===== config.mk =====
export PLATFORM = sky130hd
export DESIGN_NAME = flat_io_serdes
export DESIGN_NICKNAME = d
export VERILOG_FILES = /design/src/rtl/flat_io_serdes.sv
export SDC_FILE = /design/constraint.sdc
export NUM_CORES = 1
export LEC_CHECK = 0
export CORE_MARGIN = 2
export CORE_UTILIZATION = 35
export DETAILED_ROUTE_END_ITERATION = 10
export PLACE_DENSITY = 0.69
export SETUP_SLACK_MARGIN = 0.2
export SLEW_MARGIN = 20
export SYNTH_ARGS = -nofsm -noshare
export SYNTH_HDL_FRONTEND = slang
export SYNTH_SLANG_ARGS = --single-unit

===== constraint.sdc =====
create_clock -name clk -period 3.1 [get_ports clk]
set_input_delay 0.31 -clock clk [delete_from_list [all_inputs] [get_ports clk]]
set_output_delay 0.31 -clock clk [all_outputs]
set_load 0.02 [all_outputs]

===== src/rtl/flat_io_serdes.sv =====
// Serial-to-parallel stimulus loader and parallel-to-serial response shifter
// that sits between a 1-bit stream link and a flattened-IO harness wrapper.
module flat_io_serdes #(
  parameter int IN_W   = 4,
  parameter int OUT_W  = 3,
  parameter int SETTLE = 1
) (
  input  logic             clk,
  input  logic             rst_n,
  input  logic             s_in_valid,
  output logic             s_in_ready,
  input  logic             s_in_bit,
  output logic [IN_W-1:0]  dut_in_flat,
  input  logic [OUT_W-1:0] dut_out_flat,
  output logic             s_out_valid,
  input  logic             s_out_ready,
  output logic             s_out_bit,
  output logic             s_out_last,
  output logic             busy
);

  // state     | meaning
  // ST_LOAD   | accepting stimulus bits into staging
  // ST_WAIT   | vector applied, waiting SETTLE cycles for wrapper
  // ST_SHIFT  | presenting sampled response MSB first
  localparam int MAX_A = (IN_W > OUT_W) ? IN_W : OUT_W;
  localparam int MAX_V = (MAX_A > SETTLE) ? MAX_A : SETTLE;
  localparam int CW    = $clog2(MAX_V + 1);

  localparam logic [CW-1:0] IN_LAST     = CW'(IN_W - 1);
  localparam logic [CW-1:0] OUT_LAST    = CW'(OUT_W - 1);
  localparam logic [CW-1:0] SETTLE_LAST = CW'(SETTLE - 1);

  typedef enum logic [1:0] {
    ST_LOAD  = 2'd0,
    ST_WAIT  = 2'd1,
    ST_SHIFT = 2'd2
  } state_t;

  state_t           state_q, state_d;
  logic [CW-1:0]    cnt_q, cnt_d;
  logic [IN_W-1:0]  staging_q, staging_d;
  logic [IN_W-1:0]  din_q, din_d;
  logic [OUT_W-1:0] outreg_q, outreg_d;

  always_ff @(posedge clk or negedge rst_n) begin
    if (!rst_n) begin
      state_q   <= ST_LOAD;
      cnt_q     <= '0;
      staging_q <= '0;
      din_q     <= '0;
      outreg_q  <= '0;
    end else begin
      state_q   <= state_d;
      cnt_q     <= cnt_d;
      staging_q <= staging_d;
      din_q     <= din_d;
      outreg_q  <= outreg_d;
    end
  end

  always_comb begin
    state_d   = state_q;
    cnt_d     = cnt_q;
    staging_d = staging_q;
    din_d     = din_q;
    outreg_d  = outreg_q;
    case (state_q)
      ST_LOAD: begin
        if (s_in_valid) begin
          staging_d = (staging_q << 1) | IN_W'(s_in_bit);
          // The whole vector lands on the wrapper at once, never partially.
          if (cnt_q == IN_LAST) begin
            din_d   = staging_d;
            cnt_d   = '0;
            state_d = ST_WAIT;
          end else begin
            cnt_d = cnt_q + CW'(1);
          end
        end
      end
      ST_WAIT: begin
        if (cnt_q == SETTLE_LAST) begin
          outreg_d = dut_out_flat;
          cnt_d    = '0;
          state_d  = ST_SHIFT;
        end else begin
          cnt_d = cnt_q + CW'(1);
        end
      end
      ST_SHIFT: begin
        if (s_out_ready) begin
          outreg_d = outreg_q << 1;
          if (cnt_q == OUT_LAST) begin
            cnt_d   = '0;
            state_d = ST_LOAD;
          end else begin
            cnt_d = cnt_q + CW'(1);
          end
        end
      end
      default: begin
        state_d = ST_LOAD;
        cnt_d   = '0;
      end
    endcase
  end

  assign dut_in_flat = din_q;
  assign s_in_ready  = (state_q == ST_LOAD);
  assign s_out_valid = (state_q == ST_SHIFT);
  assign s_out_bit   = (state_q == ST_SHIFT) & outreg_q[OUT_W-1];
  assign s_out_last  = (state_q == ST_SHIFT) & (cnt_q == OUT_LAST);
  assign busy        = (state_q != ST_LOAD);

endmodule


## Yosys cells after proc, flatten, opt, wreduce, memory -nomap -nowiden

Cells that the tools add are included.
Widths: inputs -> output; s select.

- Bits of input ports: 8
- Register bits: 15
- Logic and storage cells: 42
- Output and inout bits: 9

- Multiplexer cells: 15
- Bitwise gates (word level): 3
- Eq/ne operators: 9
- $add $sub $neg: 1
- Reduce and logical (&&, ||, !) cells: 9

Operator list:

| cell | count |
|---|---|
| $mux 3 | 7 |
| $mux 2 | 5 |
| $pmux 3 s3 | 1 |
| $eq 3x2->1 const B | 2 |
| $ne 2x1->1 const B | 3 |
| $pmux 2 s3 | 1 |
| $pmux 3 s2 | 1 |
| $reduce_and 3->1 | 2 |
| $reduce_and 5->1 | 1 |
| $ne 2x2->1 const B | 2 |
| $or 4x1->4 | 1 |
| $reduce_and 2->1 | 2 |
| $reduce_bool 2->1 | 2 |
| $add 3x1->3 const B | 1 |
| $logic_not 3->1 | 1 |
| $and 1x1->1 | 2 |
| $eq 2x1->1 const B | 1 |
| $eq 2x2->1 const B | 1 |
| $logic_not 2->1 | 1 |

## Logic depth before layout (Yosys ltp)

Gate-level depths: netlist of the first run.

- Depth after elaboration: 4
- Depth in mapped cells: 6
- Mapped depth without buffers: 6

## Least setup slack after synthesis of the first run

No wires, ideal clock.

- Kind: register to register
- Start point: register state_q[0]
- End point: register outreg_q[1]
- Setup slack: 1.377 ns
- Stages on the path, launching flop included: 6
- Period minus slack after synthesis: 1.723 ns
- Arrival time: 1.598 ns
- Cell sequence: dfrtp_1 buf_6 and2b_2 clkbuf_1 mux2_2 mux2_2

- Longest elaborated chain between the ends: 3
- Elaborated cells on any way between the ends: 7

RTL lines:

| item | line | text |
|---|---|---|
| start, declared | 40 | `state_t state_q, state_d;` |
| start signal, assigned | 54 | `state_q <= state_d;` |
| $eq 2x2->1 (*) | n/a |  |
| net s_out_valid | 15 | `output logic s_out_valid,` |
| $ne 2x1->1 (no source line) / $reduce_bool 2->1 (equally long branches) | n/a |  |
| $reduce_and 3->1 (no source line) | n/a |  |
| end signal, assigned | 58 | `outreg_q <= outreg_d;` |
| end, declared | 44 | `logic [OUT_W-1:0] outreg_q, outreg_d;` |

The timed path passes the listed nets; every way through them passes the cells marked *.
A chain may end at the register's enable or synchronous reset.

## Final worst setup path of the first run

- Start point: register state_q[1]
- End point: output port s_out_last

- Longest elaborated chain between the ends: 2

RTL lines:

| item | line | text |
|---|---|---|
| $eq 2x2->1 | 113 | `assign s_out_last = (state_q == ST_SHIFT) & (cnt_q == OUT_LAST);` |
| $and 1x1->1 | 113 |  |
| end, declared | 18 | `output logic s_out_last,` |

No other way between the ends.

==> results of run 1 <==
placed cells by master, fill, tap and decap left out, drive strengths merged:
| master | n |
|---|---|
| mux2 | 12 |
| o21ai | 2 |
| and2b | 2 |
| clkbuf | 3 |
| a211oi | 3 |
| a22o | 2 |
| and2 | 2 |
| or2 | 1 |
| a221oi | 1 |
| nor3 | 1 |
| ha | 5 |
| inv | 4 |
| dfrtp | 15 |
| nand2b | 1 |
| nand2 | 5 |
| clkinv | 2 |
| and3 | 1 |
| xnor2 | 1 |
| a21oi | 3 |
| nor4 | 1 |
| o21a | 1 |
| nor2 | 3 |
| clkdlybuf4s50 | 16 |
where the power goes:
group / internal (mW) / switching [mW]
Sequential: 0.288 / 0.0952
Combinational: 0.329 / 0.317
Clock: 0.0478 / 0.0605
critical path: stages, from the launching register on:
cell and delay (ns):
dfrtp_1 0.65, and2b_2 0.30, and3_1 0.16, clkdlybuf4s50_1 0.59
final cells by class:
cell class / count / area share [%]
multi-input cells: 47 / 40.6
clock inverters: 1 / 0.478
inverters: 5 / 2.27
flip-flops and latches: 15 / 35.8
clock buffers: 3 / 2.15
repair buffers: 16 / 15.3
well taps: 28 / 3.35
path summary, 6_finish.rpt:
check / from / cells after the start / endpoint
max in group asynchronous: rst_n / 1 / outreg_q[1]
setup / recovery: state_q[1] / 3 / s_out_last
setup reg to reg: state_q[1] / 5 / dut_in_flat[2]
hold reg to reg: staging_q[2] / 1 / dut_in_flat[3]
min in group clk: staging_q[2] / 1 / dut_in_flat[3]
hold / removal: rst_n / 1 / staging_q[0]
per-stage QoR:
step	instance area (sq um)	setup WS, ns
after detailed placement	1020	1.12
after global placement	1020	1.13
after floorplan	851	1.38
after global routing	1050	0.735
after CTS	1050	0.810
final	1050	0.814
flip-flops by register name, summed over array words and instances, names as in the netlist:
name / cells
dut_in_flat: 4
cnt_q: 3
staging_q: 3
outreg_q: 3
state_q: 2
kinds of logic (layout without fill, tap and decap cells):
family | after synthesis | count (layout) | synth area share [%]
fa+ha+maj | 5 | 5 | 7.35
simple gates | 17 | 17 | 12.6
mux | 12 | 12 | 15.9
buf+inv | 8 | 25 | 5.88
flops | 15 | 15 | 44.1
compound gates | 12 | 12 | 13.1
xor+xnor | 1 | 1 | 1.03
metal layers:
metal	GRT usage [%]	share of wire [%]
met1	14.1	45
met2	19.5	50
met3	3.39	3.1
met4	3.85	1.4
met5	0	0
==> run metrics, run 1 <==
largest net degree at the start of global routing=16; most frequent cell after synthesis=dfrtp_1; synth warn=0; Post-DP HPWL=1.17 mm; GRT overflow=0; global-route wire length before repair=2.34 mm; register area=375 sq um; Die X=53.3 microns; hold slack=0.430 ns; CP required=2.79 ns; setup TNS=0 ns; worst slew pin tran=0.660 ns; Yosys top cell by area=dfrtp_1; clk sinks=15; CP Data Arrival Time=1.98 ns; initial antenna violation count=0; ys flop type=dfrtp_1; Root Buffer=clkbuf_4; Rel. slew slack=55.9%; placed insts=111; Period Utilization, post-route=73.7%; worst skew pair latency=0.28 ns; final setup fails=0; drt drc=0; Core Area=0.00225 sq mm; vias after detailed routing=560; TritonCTS Buffers=3; Leak=0.455 nW; status=completed; asr flop ratio synth=100%; # Post-CTS Setup Buffers=0; WL per Instance=12.2 microns; Multi-input gate area=425 sq um; fill count=219; post-synthesis instance total=70; Max rail drop VDD=676 uV; initial core utilization=37.7%; # hold bufs at CTS=0; commonest cells in the synthesized netlist=dfrtp_1 (15), mux2_2 (8), ha_1 (5), nand2_1 (5); gpl congestion=0.742; upper clock frequency limit=0.438 GHz; clock tree buffer depth=2; Tmin final=2.29 ns; CP max FO=12; Final Total Pwr=1.14 mW; # resized after CTS=0; share of layout cells above drive strength 1=21.8%; post-synth top area share=44.1%; drt pass-1 iters=3; worst-case clock skew=0.00431 ns; startpoint types=register; MaxCap Viol Count=0; post-synthesis net count=83; Ant. Diodes=0; Post-DRT Antenna Nets=0; GRT Total Usage=11.6%; number of synthesized flops with an enable pin=0; Unique masters post-synth=27; post-route insts no fill=115; final core occ=46.4%; Critical Path End Type=output port; mapped cell area=851 sq um; row cnt=17; Die Ht=53.3 microns; Die Area=0.00284 sq mm; Pwr Density=1090 mW/mm^2; Area contributors post-synth=dfrtp_1 (44%), mux2_2 (11%), ha_1 (7.4%); count of port buffers added during placement=16; sequential share of the synthesized area=44.1%; final hold vios=0; Avg Vias per Cell=4.87; Mapped Avg Cell Area=12.2 sq um; CTS tree=yes; WS Path Type=reg -> out; Seq cells post-synth=15; Reg clk slew, reported paths=0.09 ns; RSZ-0062 raised after global routing=false; setup slack, reg-to-reg=1.22 ns; number of global-route vias before repair=543; Final #Nets=101; CTS HTree Levels=1; Boundary Pins=17; type of the most critical hold path=in -> async; Synth-to-Final Area Change=23.1%; Max Slew Vio Count=0; initial DRC count=10; WL final=1.41 mm
(Power assumes the default switching activity.)
==> run 2, diff against run 1 <==
==> constraint.sdc (replaced) <==
create_clock -name clk -period 2.21 [get_ports clk]
set_input_delay 0.221 -clock clk [delete_from_list [all_inputs] [get_ports clk]]
set_output_delay 0.221 -clock clk [all_outputs]
set_load 0.02 [all_outputs]
==> run 2 against run 1 <==
Net effect:
- first-iteration DRC count shrank 40%
- register-to-register slack got worse by 0.87 ns
- clock skew fell by 0.0016 ns
- final area increased by 0.60%
- worst hold slack got worse by 0.079 ns
- total power rose by 41%
- global-route usage up 0.36 points
- non-clock buffer count increased by 1
- via count up 0.71%
- sequential power increased by 34%
- combinational power increased by 46%
- worst setup slack worse by 0.51 ns
- critical path type unchanged
==> run metrics, run 2 (same netlist as run 1, synthesis figures left out) <==
status=completed; fill count=223; initial core utilization=37.7%; Reg2Reg Launch Point=cnt_q[0]; gpl congestion=0.745; final hold vios=0; Die X=53.3 microns; register area=378 sq um; Synth-to-Final Area Change=23.8%; commonest non-fill, non-tap cells in the layout=clkdlybuf4s50_1 (14), dfrtp_1 (13), mux2_2 (8); global-route wire length before repair=2.34 mm; Tmin final=1.90 ns; RSZ-0062 raised after global routing=false; largest net degree at the start of global routing=16; vias after detailed routing=564; max reg flops=4; Ant. Diodes=0; Rel. slew slack=54.6%; TritonCTS Buffers=3; DP Worst Slack=0.307 ns; Leak=0.463 nW; Post-DRT Antenna Nets=0; Avg Vias per Cell=4.86; row cnt=17; Period Utilization, post-route=86.1%; MaxCap Viol Count=0; most common cell after layout, fill and taps aside=clkdlybuf4s50_1; CP required=1.99 ns; clock tree buffer depth=2; setup TNS=0 ns; placed insts=111; Boundary Pins=17; path depth of the worst reg2reg path=6; Critical Path End Type=output port; Die Area=0.00284 sq mm; Multi-input gate area=425 sq um; GRT overflow=0; CTS HTree Levels=1; drt drc=0; initial DRC count=6; worst slew pin tran=0.679 ns; Max rail drop VDD=959 uV; WL per Instance=12.3 microns; Die Ht=53.3 microns; CTS tree=yes; Worst R2R End=dut_in_flat[2]; WS Path Type=reg -> out; Reg clk slew, reported paths=0.09 ns; type of the most critical hold path=in -> async; Final Worst Setup Slack=0.308 ns; share of layout cells above drive strength 1=23.9%; worst skew pair latency=0.28 ns; # hold bufs at CTS=0; WL final=1.42 mm; number of global-route vias before repair=521; Core Area=0.00225 sq mm; Pwr Density=1530 mW/mm^2; worst-case clock skew=0.00269 ns; CP Data Arrival Time=1.68 ns; CP max FO=8; setup slack, reg-to-reg=0.35 ns; clk sinks=15; post-route insts no fill=116; Final #Nets=102; count of port buffers added during placement=16; Post-DP HPWL=1.17 mm; final setup fails=0; Root Buffer=clkbuf_4; GRT Total Usage=12.0%; Final Total Pwr=1.61 mW; upper clock frequency limit=0.526 GHz; Max Slew Vio Count=0; initial antenna violation count=0; drt pass-1 iters=4; startpoint types=register
## run 2: changes by cell type in the layout (fill, tap and decap cells not counted)
cell,before,now
buf_4,0,1
clkbuf_1,0,1
clkdlybuf4s50_1,16,14
clkinv_2,1,0
dfrtp_1,15,13
dfrtp_2,0,2
dlygate4sd2_1,0,2
## run 2: what timing repair did
item | CTS | global route
resized for setup | 4 | 0
buffers inserted | 1 | 0
endpoints found under the hold margin | 0 | 0
endpoints found under the setup margin | 4 | 0
## run 2: how the worst max path moves through the flow
| stage | start | end | depth (start not counted) |
|---|---|---|---|
| 5_1_grt | state_q[0] | s_in_ready | 3 |
| 3_5_place_dp | state_q[1] | s_out_last | 3 |
| 3_3_place_gp | state_q[1] | s_out_last | 3 |
| 4_1_cts | state_q[0] | s_in_ready | 3 |
| 6_report | state_q[0] | s_in_ready | 3 |
| 2_1_floorplan | state_q[0] | outreg_q[1] | 5 |
## run 2: layout make-up
class	count	share of cell area (%)
multi-input combinational	47	40.4
sequential	15	35.9
timing repair buffer	17	15.7
tap	28	3.33
clock buffer	4	2.49
inverter	5	2.26
## run 2: worst max-delay path, cell delays in order (launching register included)
cell             delay, ns
dfrtp_2               0.48
or2_4                 0.27
clkinv_4              0.07
clkdlybuf4s50_1       0.59
## run 2: per-layer routing
layer	share of wire (%)	wire length (microns)	track usage, %	vias up
met1	43	610	14.8	272
met2	50	709	18.7	16
li1	-	-	-	274
met3	5.3	76	3.39	2
met4	1.9	27	6.41	0
met5	0	0	0	-
## run 2: stage by stage
stage / hold slack, ns / util, % / area, sq um
after global placement: 0.475 / 45.2 / 1020
final: 0.351 / 46.7 / 1050
after CTS: 0.373 / 46.7 / 1050
after floorplan: -0.0746 / - / 851
after global routing: 0.383 / 46.7 / 1050
after detailed placement: 0.479 / 45.2 / 1020
## run 2: power breakdown
group | internal, mW | total (mW) | switching, mW
clock | 0.0699 | 0.152 | 0.0821
combinational | 0.467 | 0.944 | 0.477
sequential | 0.409 | 0.512 | 0.103
total | 0.946 | 1.61 | 0.662
==> edit 1 (config.mk and constraints of run 2) <==
Set the parameter `OUT_W` to 6 (it was 3).
--- a/src/rtl/flat_io_serdes.sv
+++ b/src/rtl/flat_io_serdes.sv
@@ -2,7 +2,7 @@
 // that sits between a 1-bit stream link and a flattened-IO harness wrapper.
 module flat_io_serdes #(
   parameter int IN_W   = 4,
-  parameter int OUT_W  = 3,
+  parameter int OUT_W  = 6,
   parameter int SETTLE = 1
 ) (
   input  logic             clk,
Interface: changed (resized dut_out_flat); port bits go from 17 to 20. The function was not compared with the original's and may differ.
==> edit 1 against run 2 <==
Setup slack better by 66 ps; worst hold slack got worse by 110 ps; sequential share of layout area fell by 0.37 points; sequential cell count increased by 3; synthesized area increased by 22%; critical path depth unchanged; core utilization decreased by 0.98 points; wire length rose by 34%; register-to-register slack better by 210 ps; design area is 21% higher; non-clock buffer count up 4; via count is 33% higher; total power decreased by 12%; critical path type unchanged; largest power group unchanged; highest routed layer unchanged.
==> edit 1: results (changes against run 2) <==
final_layout:
  fillers: 267  # was 223
  final_core_util: 0.457  # was 0.467
  drive_gt1_frac: 0.190  # was 0.239
  largest_register_ffs: 6  # was 4
  instances_no_fill: 147  # was 116
synth:
  ys_types: 28  # was 27
  ys_seq_area_frac: 0.435  # was 0.441
  synth.top_cells.by_count: "dfrtp_1 (18), nand2_1 (11), inv_1 (8), o21ai_0 (8)"  # was dfrtp_1 (15), mux2_2 (8), ha_1 (5), nand2_1 (5)
  synth_area_leaders: "dfrtp_1 (43%), ha_1 (7.2%), mux2_4 (5.8%)"  # was dfrtp_1 (44%), mux2_2 (11%), ha_1 (7.4%)
  synthesis.instances: 95  # was 70
  syn_nets: 112  # was 83
power:
  vdd_drop_max_uv: 601  # was 959 uV
  comb_cell_power_w: 0.000653  # was 0.000944 W
  p_leak_nw: 0.603  # was 0.463 nW
  internal_power_w: 0.000878  # was 0.000946 W
  p_seq_w: 0.000552  # was 0.000512 W
  switchingPower_w: 0.000531  # was 0.000662 W
global_route:
  grtUsageMet3: 0.0330  # was 0.0339
  grt_use_met2: 0.197  # was 0.187
  grt_max_degree: 19  # was 16
  grtUsageMet1: 0.179  # was 0.148
  grt_usage: 0.133  # was 0.120
  grt_pass1_vias: 754  # was 521
  grt_pass1_wl_mm: 3.42  # was 2.34 mm
placement:
  dpl.cell_count: 143  # was 111
  dp_hpwl_mm: 1.45  # was 1.17 mm
  dp_slack_ps: 384  # was 307 ps
  place_congestion: 0.836  # was 0.745
  portBuffers: 19  # was 16
  dpl_cell_area_mm2: 0.00123  # was 0.00102 mm^2
detailed_routing:
  vias_per_cell: 5.09  # was 4.86
  wl_met2_um: 888  # was 709 um
  drt_iter0_markers: 13  # was 6
  dr_wl_met3_um: 112  # was 76 um
  top_layer_used: "met4"  # unchanged
  wirelength_mm: 1.91  # was 1.42 mm
  firstDrtPassIters: 4  # unchanged
clocking:
  path_clk_slew_ps: 110  # was 90 ps
  worstSkewPairLatency_ps: 300  # was 280 ps
  cts_resized: 3  # was 4
  post_cts_buffers: 0  # was 1
setup_path:
  worstPathArrival_ps: 1610  # was 1680 ps
  timing.rr.end: "outreg_q[2]$_DFFE_PN0P_"  # was dut_in_flat[2]$_DFFE_PN0P_
  r2r_setup_slack_ps: 560  # was 350 ps
timing:
  timing.final.crit_period_ps: 1840  # was 1900 ps
  hold_ws_ps: 240  # was 351 ps
  finClkSkew_ps: 4.71  # was 2.69 ps
run_status:
  outcome: "completed"  # unchanged
edit 1: cell types whose count changed after synthesis, moves of 2 or more:
cell,run 2,this run
nor2b_1,0,3
mux2_2,8,4
a211oi_1,2,0
mux2_1,4,0
nor2_1,3,1
a22o_1,2,0
o21ai_0,2,8
mux2_4,0,4
buf_6,2,4
nand2_1,5,11
mux2i_1,0,5
dfrtp_1,15,18
inv_1,4,8
a21oi_1,3,6
edit 1: area by class of cell:
cell class	instances	share of cell area
repair buffers	21	0.161
well taps	31	0.0305
flip-flops and latches	18	0.355
inverters	9	0.0285
clock buffers	4	0.0285
multi-input cells	64	0.396
edit 1: kinds of logic (layout without fill, tap and decap cells):
| group | Yosys count | after routing | synth area share |
|---|---|---|---|
| muxes | 13 | 13 | 0.150 |
| buffers and inverters | 13 | 34 | 0.0785 |
| AOI/OAI and AO/OA | 21 | 21 | 0.138 |
| and+or+nand+nor | 24 | 24 | 0.127 |
| adders and majority gates | 6 | 6 | 0.0725 |
| DFF | 18 | 18 | 0.435 |
==> edit 2 (flow settings as in run 2) <==
Without the edit above. Encoding of `state_t`: now one-hot (3 bits for 3 states).
--- a/src/rtl/flat_io_serdes.sv
+++ b/src/rtl/flat_io_serdes.sv
@@ -31,10 +31,10 @@
   localparam logic [CW-1:0] OUT_LAST    = CW'(OUT_W - 1);
   localparam logic [CW-1:0] SETTLE_LAST = CW'(SETTLE - 1);
 
-  typedef enum logic [1:0] {
-    ST_LOAD  = 2'd0,
-    ST_WAIT  = 2'd1,
-    ST_SHIFT = 2'd2
+  typedef enum logic [2:0] {
+    ST_LOAD  = 3'b001,
+    ST_WAIT  = 3'b010,
+    ST_SHIFT = 3'b100
   } state_t;
 
   state_t           state_q, state_d;
Behaviour: no difference found for any inputs over 10 cycles, from zero or initial values and one cycle with rst_n low; not proved beyond that.
==> edit 2 against run 2 <==
Critical endpoint is now s_out_valid; via count rose by 20%; clock power rose by 26%; setup slack got worse by 12 ps; count of clock-buffer cells in the layout did not move; synthesized area rose by 8.2%; wire length rose by 27%; highest routed layer unchanged; total power fell by 28%; design area rose by 12%; sequential cell count rose by 1; die area rose by 7.6%; non-clock buffer count rose by 3.
==> edit 2: results (changes against run 2) <==
run_status:
  outcome: "completed"  # unchanged
power:
  p_clk_w: 0.000192  # was 0.000152 W
  comb_cell_power_w: 0.000501  # was 0.000944 W
  internal_power_w: 0.000757  # was 0.000946 W
  p_leak_nw: 0.526  # was 0.463 nW
  switching_share: 0.346  # was 0.412
synth:
  synth.top_cells.by_count: "dfrtp_1 (15), mux2_2 (12), inv_1 (9)"  # was dfrtp_1 (15), mux2_2 (8), ha_1 (5), nand2_1 (5)
  synth_compound_area_frac: 0.120  # was 0.131
  ys_types: 29  # was 27
  synth_adder_area_share: 0.0815  # was 0.0735
  synth_area_leaders: "dfrtp_1 (41%), mux2_2 (15%), ha_1 (8.2%)"  # was dfrtp_1 (44%), mux2_2 (11%), ha_1 (7.4%)
  avgSynthCellArea_um2: 11.0  # was 12.2 um^2
  synth_xor_area_frac: 0.00951  # was 0.0103
  yosys_warnings: 0  # unchanged
  syn_nets: 98  # was 83
  muxShareOfSynthArea: 0.158  # was 0.159
timing:
  tightest_slew_ps: 705  # was 679 ps
  finClkSkew_ps: 5.30  # was 2.69 ps
  fmax_mhz: 522  # was 526 MHz
  hold_ws_ps: 350  # was 351 ps
global_route:
  grt_pass1_vias: 699  # was 521
  grt_max_degree: 17  # was 16
  grt_pass1_wl_mm: 2.99  # was 2.34 mm
  grt_usage: 0.121  # was 0.120
placement:
  dp_hpwl_mm: 1.29  # was 1.17 mm
  dp_slack_ps: 331  # was 307 ps
  dpl.cell_count: 129  # was 111
  place_congestion: 0.828  # was 0.745
  dpl_cell_area_mm2: 0.00111  # was 0.00102 mm^2
detailed_routing:
  wl_per_cell_um: 13.3  # was 12.3 um
  m1WireLength_um: 812  # was 610 um
  firstDrtPassIters: 4  # unchanged
  drt_iter0_markers: 10  # was 6
  wl_met2_um: 911  # was 709 um
  vias_per_cell: 4.96  # was 4.86
setup_path:
  crit_end: "s_out_valid"  # was s_in_ready
  crit_fanout: 9  # was 8
  crit_start: "state_q[1]$_DFFE_PN0P_"  # was state_q[0]$_DFFE_PN0P_
  cpPeakStageDelay_ps: 640  # was 590 ps
  r2r_setup_slack_ps: 430  # was 350 ps
  timing.rr.end: "outreg_q[1]$_DFFE_PN0P_"  # was dut_in_flat[2]$_DFFE_PN0P_
  slowest_stage: "clkdlybuf4s50_1"  # unchanged
final_layout:
  drive_gt1_frac: 0.255  # was 0.239
  nets: 121  # was 102
  instances_no_fill: 136  # was 116
clocking:
  post_cts_buffers: 1  # unchanged
hold_path:
  hold_class: "input pin to asynchronous set/reset pin"  # unchanged
## edit 2: final cells by class
cell class / count / area [um^2]
Fill cell: 261 / 1290
Timing Repair Buffer: 20 / 191
Clock buffer: 4 / 36.3
Inverter: 9 / 33.8
Tap cell: 30 / 37.5
Sequential cell: 16 / 404
Multi-Input combinational cell: 57 / 479
## edit 2: logic make-up (layout without fill, tap and decap cells)
kind of cell,count (synthesis),count (layout)
flip-flops,16,16
multiplexers,13,13
adder cells (fa/ha/maj),6,6
AND/OR/NAND/NOR,21,21
AO/OA/AOI/OAI,16,16
XOR/XNOR,1,1
buffers and inverters,11,33
## edit 2: critical path: cells and delay by family, from the launching register on
kind                   cells  cell delay [ps]
AND/OR/NAND/NOR            1              250
flip-flops                 1              510
buffers and inverters      1              640
## edit 2: metal layers
| metal | up-vias | global-route usage |
|---|---|---|
| met4 | 0 | 0.0732 |
| met1 | 325 | 0.148 |
| met2 | 12 | 0.199 |
| met5 | - | 0 |
| met3 | 2 | 0.0211 |
| li1 | 336 | - |
